==> src/rtl/dot_product_drain_if.sv <==
// Handshake and status bundle between the dot-product drain and its producer/consumer.
// The drain itself connects through the slave modport.
interface dot_product_drain_if #(
    parameter int unsigned CNTW = 4
) ();
    logic            issue_valid;
    logic            issue_ready;
    logic            proceed;
    logic [64:0]     result;
    logic            out_valid;
    logic            out_ready;
    logic [63:0]     out_data;
    logic [CNTW-1:0] count;
    logic [CNTW-1:0] inflight;

    modport master (
        output issue_valid,
        output result,
        output out_ready,
        input  issue_ready,
        input  proceed,
        input  out_valid,
        input  out_data,
        input  count,
        input  inflight
    );

    modport slave (
        input  issue_valid,
        input  result,
        input  out_ready,
        output issue_ready,
        output proceed,
        output out_valid,
        output out_data,
        output count,
        output inflight
    );
endinterface

==> src/rtl/dot_product_drain.sv <==
// Consumer side of the dot-product pipeline: gates issue, tracks in-flight work with
// valid tokens, converts finished recoded results to IEEE double and buffers them.
module dot_product_drain #(
    parameter int unsigned LATENCY = 12,
    parameter int unsigned DEPTH   = 8,
    parameter int unsigned CNTW    = $clog2(DEPTH + 1)
) (
    input logic                clk,
    input logic                reset,
    dot_product_drain_if.slave bus
);
    localparam int unsigned     PTRW     = (DEPTH > 1) ? $clog2(DEPTH) : 1;
    localparam logic [PTRW-1:0] LAST_PTR = PTRW'(DEPTH - 1);

    logic [LATENCY-1:0] tok_q, tok_d;
    logic [CNTW-1:0]    count_q, count_d;
    logic [CNTW-1:0]    inflight_q, inflight_d;
    logic [PTRW-1:0]    wr_ptr_q, wr_ptr_d;
    logic [PTRW-1:0]    rd_ptr_q, rd_ptr_d;
    logic [63:0]        mem_q [DEPTH];

    logic        accept;
    logic        push;
    logic        pop;
    logic        proceed;
    logic        issue_ready;
    logic        out_valid;
    logic [CNTW:0] occupancy;

    // Recoded-to-IEEE decode of the pipeline output.
    logic        dec_sign;
    logic [11:0] dec_exp;
    logic [51:0] dec_fract;
    logic        dec_is_zero;
    logic        dec_is_inf;
    logic        dec_is_nan;
    logic        dec_is_sub;
    logic [5:0]  dec_dist;
    logic [51:0] dec_fract_den;
    logic [10:0] dec_exp_out;
    logic [51:0] dec_fract_out;
    logic [63:0] dec_data;

    always_comb begin
        dec_sign      = bus.result[64];
        dec_exp       = bus.result[63:52];
        dec_fract     = bus.result[51:0];
        dec_is_zero   = (dec_exp[11:9] == 3'b000);
        dec_is_inf    = (dec_exp[11:9] == 3'b110);
        dec_is_nan    = (dec_exp[11:9] == 3'b111);
        dec_is_sub    = (dec_exp < 12'h402);
        // Subnormals: re-insert the hidden bit and shift it down to the fixed exponent.
        dec_dist      = 6'd1 - dec_exp[5:0];
        dec_fract_den = {~dec_is_zero, dec_fract[51:1]} >> dec_dist;
        dec_exp_out   = dec_is_sub ? 11'd0 : (dec_exp[10:0] - 11'h401);
        dec_exp_out   = dec_exp_out | {11{dec_is_inf | dec_is_nan}};
        if (dec_is_sub) begin
            dec_fract_out = dec_fract_den;
        end else if (dec_is_inf) begin
            dec_fract_out = '0;
        end else begin
            dec_fract_out = dec_fract;
        end
        dec_data = {dec_sign, dec_exp_out, dec_fract_out};
    end

    // A slot is reserved for every token in flight, so a push always finds room.
    assign occupancy   = {1'b0, count_q} + {1'b0, inflight_q};
    assign issue_ready = ~reset & (occupancy < (CNTW + 1)'(DEPTH));
    assign accept      = bus.issue_valid & issue_ready;
    assign proceed     = ~reset & (accept | (inflight_q != '0));
    assign push        = proceed & tok_q[LATENCY-1];
    assign out_valid   = (count_q != '0);
    assign pop         = out_valid & bus.out_ready;

    always_comb begin
        tok_d = tok_q;
        if (proceed) begin
            tok_d[0] = accept;
            for (int unsigned k = 1; k < LATENCY; k++) begin
                tok_d[k] = tok_q[k-1];
            end
        end
    end

    always_comb begin
        count_d    = count_q + CNTW'(push) - CNTW'(pop);
        inflight_d = inflight_q + CNTW'(accept) - CNTW'(push);
        wr_ptr_d   = wr_ptr_q;
        rd_ptr_d   = rd_ptr_q;
        if (push) begin
            wr_ptr_d = (wr_ptr_q == LAST_PTR) ? '0 : wr_ptr_q + 1'b1;
        end
        if (pop) begin
            rd_ptr_d = (rd_ptr_q == LAST_PTR) ? '0 : rd_ptr_q + 1'b1;
        end
    end

    always_ff @(posedge clk) begin
        if (reset) begin
            tok_q      <= '0;
            count_q    <= '0;
            inflight_q <= '0;
            wr_ptr_q   <= '0;
            rd_ptr_q   <= '0;
        end else begin
            tok_q      <= tok_d;
            count_q    <= count_d;
            inflight_q <= inflight_d;
            wr_ptr_q   <= wr_ptr_d;
            rd_ptr_q   <= rd_ptr_d;
        end
    end

    // Storage needs no reset: out_data is masked while the FIFO is empty.
    always_ff @(posedge clk) begin
        if (push) begin
            mem_q[wr_ptr_q] <= dec_data;
        end
    end

    assign bus.issue_ready = issue_ready;
    assign bus.proceed     = proceed;
    assign bus.out_valid   = out_valid;
    assign bus.out_data    = out_valid ? mem_q[rd_ptr_q] : 64'h0;
    assign bus.count       = count_q;
    assign bus.inflight    = inflight_q;

    a_occupancy_bound: assert property (@(posedge clk) disable iff (reset)
        occupancy <= (CNTW + 1)'(DEPTH));
    a_push_has_room: assert property (@(posedge clk) disable iff (reset)
        push |-> (count_q < CNTW'(DEPTH)) || pop);
endmodule
==> src/flat_wrapper.sv <==
// flat-port wrapper written by rule: the top's interface ports become plain ports
module dot_product_drain_flat 
#(
    parameter int unsigned LATENCY = 12,
    parameter int unsigned DEPTH   = 8,
    parameter int unsigned CNTW    = $clog2(DEPTH + 1)
)
  (clk, reset, bus_issue_valid, bus_result, bus_out_ready, bus_issue_ready, bus_proceed, bus_out_valid, bus_out_data, bus_count, bus_inflight);
  dot_product_drain_if #(.CNTW(CNTW)) bus_i ();
  input logic clk;
  input logic reset;
  input wire logic [$bits(bus_i.issue_valid)-1:0] bus_issue_valid;
  input wire logic [$bits(bus_i.result)-1:0] bus_result;
  input wire logic [$bits(bus_i.out_ready)-1:0] bus_out_ready;
  output wire logic [$bits(bus_i.issue_ready)-1:0] bus_issue_ready;
  output wire logic [$bits(bus_i.proceed)-1:0] bus_proceed;
  output wire logic [$bits(bus_i.out_valid)-1:0] bus_out_valid;
  output wire logic [$bits(bus_i.out_data)-1:0] bus_out_data;
  output wire logic [$bits(bus_i.count)-1:0] bus_count;
  output wire logic [$bits(bus_i.inflight)-1:0] bus_inflight;
  assign bus_i.issue_valid = bus_issue_valid;
  assign bus_i.result = bus_result;
  assign bus_i.out_ready = bus_out_ready;
  assign bus_issue_ready = bus_i.issue_ready;
  assign bus_proceed = bus_i.proceed;
  assign bus_out_valid = bus_i.out_valid;
  assign bus_out_data = bus_i.out_data;
  assign bus_count = bus_i.count;
  assign bus_inflight = bus_i.inflight;
  dot_product_drain #(.LATENCY(LATENCY), .DEPTH(DEPTH), .CNTW(CNTW)) u_core (.clk(clk), .reset(reset), .bus(bus_i));
endmodule
==> config.mk <==
export PLATFORM = sky130hd
export DESIGN_NAME = dot_product_drain_flat
export DESIGN_NICKNAME = d
export VERILOG_FILES = /design/src/rtl/dot_product_drain_if.sv /design/src/rtl/dot_product_drain.sv /design/src/flat_wrapper.sv
export SDC_FILE = /design/constraint.sdc
export NUM_CORES = 1
export LEC_CHECK = 0
export ABC_AREA = 1
export BUFFER_PORTS_ARGS = -buffer_cell sky130_fd_sc_hd__buf_4
export CORE_UTILIZATION = 35
export CTS_CLUSTER_DIAMETER = 80
export DETAILED_ROUTE_END_ITERATION = 12
export GPL_TIMING_DRIVEN = 0
export SLEW_MARGIN = 40
export SYNTH_ARGS = -nofsm -noshare
export SYNTH_HDL_FRONTEND = slang
export SYNTH_SLANG_ARGS = --single-unit
==> constraint.sdc <==
create_clock -name clk -period 16.36 [get_ports clk]
set_clock_uncertainty 0.05 [all_clocks]
set_input_delay 4.09 -clock clk [delete_from_list [all_inputs] [get_ports clk]]
set_output_delay 4.09 -clock clk [all_outputs]
set_load 0.005 [all_outputs]
---- After elaboration in Yosys (flattened, before gate mapping) ----
Memories as Yosys holds them, arrays and structs flattened. A register that Yosys moved wholly into a read port is not among the register bits.
Cells that the tools add are included.
operators by class
  add/subtract/negate cells ............... 9
  $lt $le $gt $ge ......................... 2
  equal/unequal tests ..................... 4
  shift operators ......................... 1
  multiplexer cells ....................... 10
  bitwise gates (word level) .............. 10
  reductions and logical operators ........ 3
operator list
  operator                number
  $mux 52                 2
  $mux 64                 1
  $shr 52x6->52           1
  $eq 3x3->1 const B      4
  $lt 12x11->1 const B    1
  $mux 3                  4
  $mux 11                 1
  $or 11x11->11           1
  $sub 11x11->11 const B  1
  $add 4x1->4             2
  $reduce_bool 4->1       2
  $sub 4x1->4             2
  $add 3x1->3 const B     2
  $sub 1x6->6 const A     1
  $add 4x4->5             1
  $and 1x1->1             5
  $lt 5x4->1 const B      1
  $logic_not 3->1         1
  $mux 1                  2
  $not 1->1               2
  $or 1x1->1              2
word-level totals
  register bits after elaboration ......... 26
  bits in writable memories ............... 512
  input port bits ......................... 69
  output and inout port bits .............. 75
  word-level logic and storage cells ...... 45
  memories kept ........................... 1
memories
  name          depth  bits a word  rd ports  clocked after memory_dff  wr ports  line                     source
  u_core.mem_q  8      64           1         1                         1         dot_product_drain.sv:20  logic [63:0] mem_q [DEPTH];

---- Depth between registers and ports, before layout ----
  depth in word-level cells ............... 9
  mapped depth ............................ 16
  depth with buffers taken out ............ 16

---- Worst setup path before layout ----
Ideal clock, no wire load.
  path type ............................... input to output
  from .................................... input reset
  to ...................................... output bus_proceed
  arrival time ............................ 4.792 ns
  required time ........................... 12.220 ns
  path slack .............................. 7.428 ns
  stages .................................. 7
  path buffers ............................ 0
  cells stage by stage .................... inv_2 -> nand2_1 -> nor3_1 -> nand3_1 -> nand2_1 -> nand2_1 -> inv_1
on the way
  longest elaborated chain between the ends .. 5
ends and longest elaborated chain
  what             line                                              source
  from (decl)      flat_wrapper.sv:11                                input logic reset;
  $not 1->1 (*)    dot_product_drain.sv:69, dot_product_drain.sv:71
  $and 1x1->1      dot_product_drain.sv:69                           assign issue_ready = ~reset & (occupancy < (CNTW + 1)'(DEPTH));
  $and 1x1->1      dot_product_drain.sv:70                           assign accept = bus.issue_valid & issue_ready;
  $or 1x1->1       dot_product_drain.sv:71                           assign proceed = ~reset & (accept | (inflight_q != '0));
  $and 1x1->1 (*)  dot_product_drain.sv:71
  to (decl)        flat_wrapper.sv:16                                output wire logic [$bits(bus_i.proceed)-1:0] bus_proceed;
Every way passes the cells marked *; elsewhere a longest branch is shown, timed or not.

---- Worst setup path after layout ----
Same ends and word-level chain as after synthesis.

==> flow_results.xml <==
<?xml version="1.0" encoding="UTF-8"?>
<metrics>
  <group name="worst_setup_path">
    <metric name="worstPathArrival" unit="ps">5290</metric>
    <metric name="crit_path_max_fanout" unit="">6</metric>
    <metric name="critical_path_class" unit="">in -&gt; out</metric>
    <metric name="cp_slowest_stage_delay" unit="ps">180</metric>
    <metric name="critical_path.cell_chain" unit="">buf_4 &gt; inv_2 &gt; nand2_1 &gt; nor3_1 &gt; nand3_1 &gt; nand2_1 &gt; nand2_1 &gt; inv_1 &gt; buf_4</metric>
    <metric name="endpoint_kind" unit="">output pin</metric>
    <metric name="cp-start-kind" unit="">input port</metric>
    <metric name="critPathBufInv" unit="">4</metric>
    <metric name="critPathTopFamily" unit="">simple AND/OR/NAND/NOR gates</metric>
    <metric name="rrSetupSlack" unit="ps">13080</metric>
    <metric name="critical-path-slowest-cell" unit="">sky130_fd_sc_hd__nand3_1</metric>
    <metric name="r2r-end" unit="">u_core.mem_q[6][39]</metric>
    <metric name="worstRegToRegCells" unit="">12</metric>
    <metric name="timing.rr.start" unit="">u_core.bus.inflight[1]</metric>
    <metric name="crit_top_cell" unit="">sky130_fd_sc_hd__nand2_1</metric>
    <metric name="cp_data_required_time" unit="ps">12220</metric>
  </group>
  <group name="sta">
    <metric name="finalSetupViolations" unit="">0</metric>
    <metric name="fmax" unit="GHz">0.1060</metric>
    <metric name="hold_violations" unit="">0</metric>
    <metric name="final.period_utilization" unit="">0.5764</metric>
    <metric name="worst_slew_margin_rel" unit="">0.3994</metric>
    <metric name="final.min_clock_period" unit="ps">9430</metric>
    <metric name="finalMaxSlewViolations" unit="">0</metric>
    <metric name="setup_tns" unit="ps">0</metric>
    <metric name="rsz0062_at_grt" unit="">false</metric>
    <metric name="worst_pin_slew" unit="ps">891.4</metric>
  </group>
  <group name="clock_tree">
    <metric name="clk_latency" unit="ps">610</metric>
    <metric name="cts.repair_timing.setup_buffer_count" unit="">0</metric>
    <metric name="post_cts_hold_buffer_count" unit="">0</metric>
    <metric name="cts_tree" unit="">yes</metric>
    <metric name="cts-buffers-inserted" unit="">54</metric>
    <metric name="clock_tree.buffer_depth" unit="">3</metric>
    <metric name="cts.sinks" unit="">541</metric>
    <metric name="cts-root-buf" unit="">sky130_fd_sc_hd__clkbuf_16</metric>
    <metric name="level_count_of_the_clock_h_tree" unit="">2</metric>
    <metric name="post_cts.resized_instances" unit="">0</metric>
    <metric name="clk_pin_slew_worst_paths" unit="ps">60</metric>
  </group>
  <group name="placed_design">
    <metric name="dpl.cell_count" unit="">3596</metric>
    <metric name="portBuffers" unit="">141</metric>
    <metric name="dp_hpwl" unit="um">65260</metric>
    <metric name="routabilityCongestion" unit="">0.9807</metric>
  </group>
  <group name="floorplanning">
    <metric name="die_w" unit="um">269.5</metric>
    <metric name="starting_density_of_the_core" unit="">0.3557</metric>
    <metric name="die_area" unit="um2">72600</metric>
    <metric name="die_height" unit="um">269.5</metric>
    <metric name="rows" unit="">97</metric>
    <metric name="core_region_area" unit="um2">70390</metric>
    <metric name="top_level_ports" unit="">144</metric>
  </group>
  <group name="final_layout">
    <metric name="flow.area_growth_from_synthesis" unit="%">18.84</metric>
    <metric name="final_net_count" unit="">2802</metric>
    <metric name="antenna_cells" unit="">0</metric>
    <metric name="drive_gt1_frac" unit="">0.1269</metric>
    <metric name="final_cells" unit="">3697</metric>
  </group>
  <group name="power">
    <metric name="power-per-cell-area" unit="nW/um2">143.9</metric>
    <metric name="peak_ir_drop_on_the_vdd_network" unit="mV">0.08036</metric>
    <metric name="p_leak" unit="nW">10.74</metric>
  </group>
  <group name="global_routing">
    <metric name="grt_pass1_wl" unit="um">130100</metric>
    <metric name="first_global_vias" unit="">19897</metric>
    <metric name="grt_start_max_net_pins" unit="">18</metric>
    <metric name="number_of_antenna_violations_at_the_first_check_in_global_routing" unit="">1</metric>
    <metric name="gr-total-overflow" unit="">0</metric>
    <metric name="track_usage" unit="">0.2394</metric>
  </group>
  <group name="logic_synthesis">
    <metric name="netlist-cell-type-count" unit="">38</metric>
    <metric name="combinational_family_with_the_most_area_after_synthesis" unit="">simple AND/OR/NAND/NOR gates</metric>
    <metric name="syn_warnings" unit="">0</metric>
    <metric name="post_synth_fa_ha_maj_area_fraction" unit="">0.01110</metric>
    <metric name="ys_async_sr_fraction" unit="">0</metric>
    <metric name="yosysSeqAreaShare" unit="">0.6373</metric>
    <metric name="syn_area_per_cell" unit="um2">10.10</metric>
    <metric name="syn-instance-count" unit="">2479</metric>
    <metric name="postSynthRegisterBits" unit="">541</metric>
    <metric name="synth_enable_flop_cells" unit="">512</metric>
    <metric name="syn_nets" unit="">2569</metric>
    <metric name="synth-xor-area-share" unit="">0.003498</metric>
    <metric name="synth_simple_gate_area_share" unit="">0.1831</metric>
    <metric name="synth_compound_gate_area_share" unit="">0.1231</metric>
    <metric name="synth.cell_area" unit="um2">25040</metric>
    <metric name="ys.flop_type" unit="">sky130_fd_sc_hd__edfxtp_1</metric>
    <metric name="share_of_cell_area_taken_by_muxes_after_synthesis" unit="">0</metric>
  </group>
  <group name="route">
    <metric name="drt-vias-per-instance" unit="">5.612</metric>
    <metric name="vias" unit="">20746</metric>
    <metric name="wire_per_inst" unit="um">24.15</metric>
    <metric name="number_of_nets_with_antenna_violations_after_routing" unit="">0</metric>
    <metric name="drt_iter0_drc" unit="">2325</metric>
    <metric name="firstDrtPassIters" unit="">6</metric>
    <metric name="wl" unit="um">89270</metric>
    <metric name="route.detailed.drc" unit="">0</metric>
  </group>
  <group name="run_status">
    <metric name="run_status" unit="">completed</metric>
  </group>
  <group name="hold_path">
    <metric name="cell_depth_of_the_worst_hold_path" unit="">2</metric>
    <metric name="holdCritPathClass" unit="">reg -&gt; reg</metric>
    <metric name="worstHoldEndpoint" unit="">u_core.tok_q[5]</metric>
    <metric name="holdCritStartpoint" unit="">u_core.tok_q[5]</metric>
  </group>
  <group name="run">
    <metric name="cap_viol_max_count" unit="">0</metric>
  </group>
</metrics>
cell usage after synthesis (all sizes together) (5+ instances only):
library cell / count / share of area
edfxtp: 512 / 0.61
nand4: 8 / 0.0020
nand2: 300 / 0.045
buf: 84 / 0.017
inv: 72 / 0.011
nor2: 429 / 0.065
o211ai: 14 / 0.0042
a21oi: 39 / 0.0078
xor2: 5 / 0.0025
ha: 19 / 0.0095
o21ai: 368 / 0.074
o21a: 5 / 0.0015
a31oi: 65 / 0.016
nand3: 347 / 0.069
o22ai: 64 / 0.016
nor3: 6 / 0.0012
dfxtp: 29 / 0.023
clkbuf: 95 / 0.014
a211oi: 6 / 0.0018
worst max path at each step:
stage | start | to | slack, ps | cells past startpoint
3_3_place_gp | reset | u_core.mem_q[3][39] | 4960 | 10
2_1_floorplan | reset | bus_proceed | 7430 | 7
5_1_grt | reset | bus_proceed | 6800 | 9
4_1_cts | reset | bus_proceed | 6910 | 9
6_report | reset | bus_proceed | 6930 | 9
3_5_place_dp | reset | bus_proceed | 6920 | 9
cell families (layout without fill, tap and decap cells):
group	Yosys count	after routing
AO/OA/AOI/OAI	567	567
XOR/XNOR	7	7
flip-flops	541	541
AND/OR/NAND/NOR	1091	1091
buffers and inverters	252	530
adder cells (fa/ha/maj)	21	21
stage by stage:
step	total power (W)	worst slack, ps	util	instance area [um2]	hold slack, ps
floorplan	0.002394	7428	-	25040	380.2
CTS	0.004294	6910	0.4225	29740	411.2
global placement	0.003096	4962	0.3874	27270	393.4
finish	0.004280	6930	0.4226	29750	408.4
detailed placement	0.003121	6916	0.3987	28070	402.7
global route	0.004484	6803	0.4226	29750	435.2
worst register-to-register path: stages (launching register included):
cell	delay [ps]
sky130_fd_sc_hd__dfxtp_1	470
sky130_fd_sc_hd__ha_1	290
sky130_fd_sc_hd__nand3_1	80
sky130_fd_sc_hd__nand2_1	50
sky130_fd_sc_hd__nand2_1	60
sky130_fd_sc_hd__nand3_1	150
sky130_fd_sc_hd__nand2_1	150
sky130_fd_sc_hd__nand2_1	180
sky130_fd_sc_hd__nor2_4	220
sky130_fd_sc_hd__nand2_1	270
sky130_fd_sc_hd__nor2_4	510
sky130_fd_sc_hd__buf_8	270
sky130_fd_sc_hd__buf_8	220
placed cells by master, fill, tap and decap left out, types with 11 or more instances in the layout:
cell type	count
sky130_fd_sc_hd__o22ai_1	64
sky130_fd_sc_hd__o21ai_0	342
sky130_fd_sc_hd__buf_8	22
sky130_fd_sc_hd__clkinv_2	14
sky130_fd_sc_hd__nand2_1	297
sky130_fd_sc_hd__o211ai_1	14
sky130_fd_sc_hd__clkbuf_1	105
sky130_fd_sc_hd__edfxtp_1	512
sky130_fd_sc_hd__o21ai_1	26
sky130_fd_sc_hd__buf_1	22
sky130_fd_sc_hd__ha_1	19
sky130_fd_sc_hd__clkinv_1	11
sky130_fd_sc_hd__buf_4	145
sky130_fd_sc_hd__buf_16	14
sky130_fd_sc_hd__clkbuf_16	54
sky130_fd_sc_hd__a31oi_1	65
sky130_fd_sc_hd__a21oi_1	36
sky130_fd_sc_hd__dfxtp_1	29
sky130_fd_sc_hd__nand3_1	347
sky130_fd_sc_hd__buf_2	56
sky130_fd_sc_hd__inv_1	64
sky130_fd_sc_hd__nor2_1	418
routing by layer:
metal	share of wire	up-vias	global-route usage
met2	0.48	986	0.3966
met1	0.42	10219	0.3278
met5	0	-	0
met3	0.074	141	0.02983
li1	-	9400	-
met4	0.028	0	0.07222
report_power, final:
| group | switching (W) | internal (W) |
|---|---|---|
| logic | 0.000995 | 0.000506 |
| clock network | 0.000532 | 0.000649 |
| registers | 0.0000204 | 0.00158 |
| total | 0.00155 | 0.00273 |
sequential cells by signal, indices dropped and copies added, names as in the netlist, named ones only:
signal	count
u_core.mem_q	512
u_core.tok_q	12
u_core.bus.count	4
u_core.bus.inflight	4
u_core.rd_ptr_q	3
u_core.wr_ptr_q	3
final cells by class:
type | instances | area (um2)
Buffer | 179 | 777.0
Clock inverter | 32 | 254.0
Fill cell | 6730 | 40640
Clock buffer | 69 | 1418
Tap cell | 940 | 1176
Inverter | 73 | 276.5
Timing Repair Buffer | 177 | 1774
Multi-Input combinational cell | 1686 | 8120
Sequential cell | 541 | 15960
No activity file was read; power rests on OpenSTA's default activity.
